`src/rtl/phase_seq_pkg.sv`:
```
`default_nettype none
// +----------------------------------------------------------------------------+
// | Module      : phase_seq_pkg                                                |
// | Description : Shared helpers for the phase_seq_first sequencer: the phase  |
// |               width function and the parameter-legality predicate.         |
// | Ports       : none (package)                                               |
// | Revision    : 1.0 - initial release                                        |
// +----------------------------------------------------------------------------+
package phase_seq_pkg;

  // Phase register width. It is never narrower than one bit, so N=1-like
  // corner values still give a legal vector.
  function automatic int phase_w(input int n);
    int w;
    w = $clog2(n);
    return (w < 1) ? 1 : w;
  endfunction

  // True when the parameter set describes a realisable sequencer.
  function automatic bit params_legal(input int n, input int target,
                                      input int cnt_w);
    return (n >= 2) && (target >= 0) && (target < n) && (cnt_w >= 1);
  endfunction

endpackage : phase_seq_pkg
`default_nettype wire

```
`src/rtl/modn_counter.sv`:
```
`default_nettype none
// +----------------------------------------------------------------------------+
// | Module      : modn_counter                                                 |
// | Description : Modulo-N up counter. Advances on inc and wraps exactly from  |
// |               N-1 back to 0, so values >= N are never reached.             |
// | Ports       : clk  - clock, rising edge                                    |
// |               rst  - synchronous active-low reset, clears q to 0           |
// |               inc  - advance enable                                        |
// |               q    - current count [W-1:0]                                 |
// |               wrap - high when the next edge wraps q from N-1 to 0         |
// | Revision    : 1.0 - initial release                                        |
// +----------------------------------------------------------------------------+
module modn_counter #(
  parameter int N = 3,
  parameter int W = 2
) (
  input  logic         clk,
  input  logic         rst,
  input  logic         inc,
  output logic [W-1:0] q,
  output logic         wrap
);

  localparam logic [W-1:0] C_LAST = W'(N - 1);

  logic [W-1:0] q_q;
  logic [W-1:0] q_d;
  logic         at_last;

  assign at_last = (q_q == C_LAST);

  always_comb begin
    q_d = q_q;
    if (inc) begin
      q_d = at_last ? '0 : q_q + W'(1);
    end
  end

  always_ff @(posedge clk) begin
    if (!rst) begin
      q_q <= '0;
    end else begin
      q_q <= q_d;
    end
  end

  assign q    = q_q;
  assign wrap = inc & at_last;

endmodule : modn_counter
`default_nettype wire

```
`src/rtl/phase_seq_first.sv`:
```
`default_nettype none
// +----------------------------------------------------------------------------+
// | Module      : phase_seq_first                                              |
// | Description : Parametrised modulo-N phase sequencer with a sticky first-   |
// |               arrival flag, per-hit pulse, saturating hit counter,         |
// |               software clear and optional one-shot freeze.                 |
// | Ports       : clk       - clock, rising edge                               |
// |               rst       - synchronous active-low reset                     |
// |               en        - advance enable                                   |
// |               clr_first - synchronous clear of first and hit_cnt           |
// |               phase     - current phase [PW-1:0]                           |
// |               hit       - registered one-cycle pulse on a target hit       |
// |               first     - registered sticky flag, set by any hit           |
// |               hit_cnt   - saturating hit count [CNT_W-1:0]                 |
// | Revision    : 1.0 - initial release                                        |
// +----------------------------------------------------------------------------+
module phase_seq_first
  import phase_seq_pkg::*;
#(
  parameter int N       = 3,
  parameter int TARGET  = 2,
  parameter int CNT_W   = 4,
  parameter int ONESHOT = 0,
  localparam int PW     = phase_w(N)
) (
  input  logic             clk,
  input  logic             rst,
  input  logic             en,
  input  logic             clr_first,
  output logic [PW-1:0]    phase,
  output logic             hit,
  output logic             first,
  output logic [CNT_W-1:0] hit_cnt
);

  localparam logic [PW-1:0]    C_TARGET  = PW'(TARGET);
  localparam logic [CNT_W-1:0] C_CNT_MAX = '1;
  localparam logic             C_ONESHOT = (ONESHOT != 0);

  generate
    if (!params_legal(N, TARGET, CNT_W)) begin : g_bad_params
      $error("phase_seq_first: illegal parameters N=%0d TARGET=%0d CNT_W=%0d",
             N, TARGET, CNT_W);
    end
  endgenerate

  logic             hit_q;
  logic             first_q;
  logic [CNT_W-1:0] cnt_q;
  logic [CNT_W-1:0] cnt_d;
  logic [PW-1:0]    phase_w_q;
  logic             adv;
  logic             hit_c;
  logic             wrap_unused;

  // In one-shot mode a set first flag freezes the phase until cleared.
  assign adv   = en & ~(C_ONESHOT & first_q);
  assign hit_c = adv & (phase_w_q == C_TARGET);

  modn_counter #(
    .N (N),
    .W (PW)
  ) u_phase (
    .clk  (clk),
    .rst  (rst),
    .inc  (adv),
    .q    (phase_w_q),
    .wrap (wrap_unused)
  );

  // A hit coinciding with a clear counts as the first hit of the new epoch.
  always_comb begin
    cnt_d = cnt_q;
    if (clr_first && hit_c) begin
      cnt_d = CNT_W'(1);
    end else if (clr_first) begin
      cnt_d = '0;
    end else if (hit_c && (cnt_q != C_CNT_MAX)) begin
      cnt_d = cnt_q + CNT_W'(1);
    end
  end

  always_ff @(posedge clk) begin
    if (!rst) begin
      hit_q   <= 1'b0;
      first_q <= 1'b0;
      cnt_q   <= '0;
    end else begin
      hit_q   <= hit_c;
      first_q <= (first_q & ~clr_first) | hit_c;
      cnt_q   <= cnt_d;
    end
  end

  assign phase   = phase_w_q;
  assign hit     = hit_q;
  assign first   = first_q;
  assign hit_cnt = cnt_q;

endmodule : phase_seq_first
`default_nettype wire

```
`config.mk`:
```
export PLATFORM = sky130hd
export DESIGN_NAME = phase_seq_first
export DESIGN_NICKNAME = d
export VERILOG_FILES = /design/src/rtl/phase_seq_pkg.sv /design/src/rtl/modn_counter.sv /design/src/rtl/phase_seq_first.sv
export SDC_FILE = /design/constraint.sdc
export NUM_CORES = 1
export LEC_CHECK = 0
export ABC_AREA = 1
export BUFFER_PORTS_ARGS = -buffer_cell sky130_fd_sc_hd__clkbuf_2
export CAP_MARGIN = 20
export CORE_AREA = 3 3 40 42
export CTS_CLUSTER_SIZE = 40
export DETAILED_ROUTE_END_ITERATION = 10
export DIE_AREA = 0 0 43 45
export GPL_TIMING_DRIVEN = 0
export PLACE_DENSITY = 0.6
export SLEW_MARGIN = 20
export SYNTH_ARGS = -nofsm -noshare
export SYNTH_HDL_FRONTEND = slang
export SYNTH_SLANG_ARGS = --single-unit
export TNS_END_PERCENT = 5
```
`constraint.sdc`:
```
create_clock -name clk -period 1.5 [get_ports clk]
set_input_delay 0.375 -clock clk [delete_from_list [all_inputs] [get_ports clk]]
set_output_delay 0.375 -clock clk [all_outputs]
set_load 0.01 [all_outputs]
```
==> impl_metrics.toml <==
[worst_setup_path]
critical_path.top_delay_family = "flip-flops"
crit_slowest_cell = "dfxtp_1"
cp_slowest_stage_delay_ns = 0.45
crit_cells = 1
start_kind = "register"
path_cells = "clkbuf_2"
cp_num_buf_inv = 1
cp_max_fo = 5
endpoint_kind = "output pin"
crit_arrival_ns = 0.88
required_ns = 1.12
criticalPathCategory = "register to output pin"
worst-r2r-cell-count = 6

[timing]
fmax_ghz = 0.796
finalSetupViolations = 0
finClkSkew_ns = 0.000618
max_slew_margin_pct = 84.0
hold_viol = 0
tns_ns = 0
grt_setup_unrepaired = "false"
period_share_pct = 83.8
tightest_slew_ns = 0.240
slew_violations = 0
post-route-min-period_ns = 1.26

[power_and_ir_drop]
fin_total_pwr_mw = 0.439
powerDensity_nw_per_um2 = 949
p_leak_nw = 0.219
ir_worst_vdd_mv = 0.524

[drt]
first_pass_iters = 2
drt_iter0_drc = 3
post-route-drc-count = 0
routed_wirelength_um = 677
vias = 340
ant_nets = 0
wl_per_cell_um = 8.57
viasPerCell = 4.30

[clock_network]
clk_path_buf_depth = 2
ctsResizeCount = 0
htree_levels = 1
clockRootBuffer = "clkbuf_4"
cts_num_sinks = 8
clkTransAtPathRegs_ns = 0.05
cts_setup_buffers = 0
insertion_delay_ns = 0.25
ctsHoldBuffers = 0
cts_made_buffers = 3
cts_tree = "done"

[place]
io_buffers = 11
hpwlAfterDp_um = 533
gp_congestion = 0.769

[floorplanning]
die_h_um = 45
core_um2 = 1280
die_w_um = 43
rows = 13
dieArea_um2 = 1940
io-pin-count = 12
start_util_pct = 28.5

[grt]
grt_pass1_vias = 282
grt_usage_pct = 8.19
overflow = 0
antenna_found_initial = 0
grt_pass1_wl_um = 1140
grt_max_degree = 7

[synthesis]
ys_ff_latch = 8
synth-warning-count = 0
syn_nets = 55
synth-seq-area-share_pct = 43.7
syn_area_um2 = 367
syn_avg_cell_area_um2 = 7.33
synthCells = 50
synth.distinct_cells = 13

[min_path]
min_path_cells = 3
hold_path.class = "primary input to register"

[finish]
diodes = 0
drive_above_1_share_pct = 29.7
syn2layout_area_growth_pct = 26.3
nNetsFinal = 71

[run_status]
status = "complete, no violations"

[flow_run]
drv_cap = 0
[cells in the final DEF (no fill, tap or decap), drive strengths merged]
cell / n
a21oi: 6
clkbuf: 14
ha: 1
nand4: 1
xor2: 1
nand3: 4
nand2: 16
nor2: 6
inv: 6
xnor2: 1
dfxtp: 8
[path summary, 6_finish.rpt]
check | startpoint | to | slack [ns]
setup reg to reg | hit_cnt[0]$_SDFFE_PN0P_ | hit_cnt[3]$_SDFFE_PP0P_ | 0.33
hold / removal | rst | u_phase.q[0]$_SDFFE_PN0P_ | 0.40
setup / recovery | u_phase.q[0]$_SDFFE_PN0P_ | phase[0] | 0.24
hold reg to reg | first$_SDFF_PN0_ | first$_SDFF_PN0_ | 0.47
[cell type report]
cell class,instances,area [µm²]
inverter,6,22.5
fill,144,822
sequential,8,160
timing repair buffer,11,55.1
clock buffer,3,22.5
tap,15,18.8
multi-input combinational,36,184
[per-stage QoR]
stage	instance area (µm²)	hold WS, ns	worst slack [ns]	instances	utilization (%)
after floorplan	367	0.486	0.372	50	-
after detailed placement	440	0.465	0.343	76	34.3
final	463	0.396	0.243	79	36.0
after global routing	463	0.406	0.183	79	36.0
after CTS	463	0.390	0.231	79	36.0
after global placement	440	0.457	0.352	76	34.3
[registers in the layout, summed over array words and instances, names as in the netlist]
register,cells
hit_cnt,4
u_phase.q,2
first,1
hit,1
[metal layers]
| layer | vias to the layer above | part of all wire, % | track usage [%] |
|---|---|---|---|
| li1 | 188 | - | - |
| met1 | 140 | 48 | 8.78 |
| met2 | 12 | 43 | 13.2 |
| met3 | 0 | 9.0 | 7.17 |
| met4 | 0 | 0 | 0 |
| met5 | - | 0 | 0 |
[cell families after synthesis]
family | share of synthesized area (%)
AO/OA/AOI/OAI | 8.19
XOR/XNOR | 4.78
adder cells (fa/ha/maj) | 3.41
buffers and inverters | 6.14
flip-flops | 43.7
AND/OR/NAND/NOR | 33.8
[cell usage after synthesis (all sizes together)]
cell type | n | area share, %
ha | 1 | 3.4
nand2 | 16 | 18
nor2 | 6 | 8.2
dfxtp | 8 | 44
a21oi | 6 | 8.2
xor2 | 1 | 2.4
xnor2 | 1 | 2.4
nand3 | 4 | 5.5
inv | 6 | 6.1
nand4 | 1 | 1.7
[power breakdown]
| part | internal (mW) | switching (mW) | total, mW |
|---|---|---|---|
| combinational | 0.0182 | 0.0240 | 0.0421 |
| clock | 0.0917 | 0.0746 | 0.166 |
| sequential | 0.220 | 0.0104 | 0.231 |
Note: power is estimated with default switching activity, not from simulation.
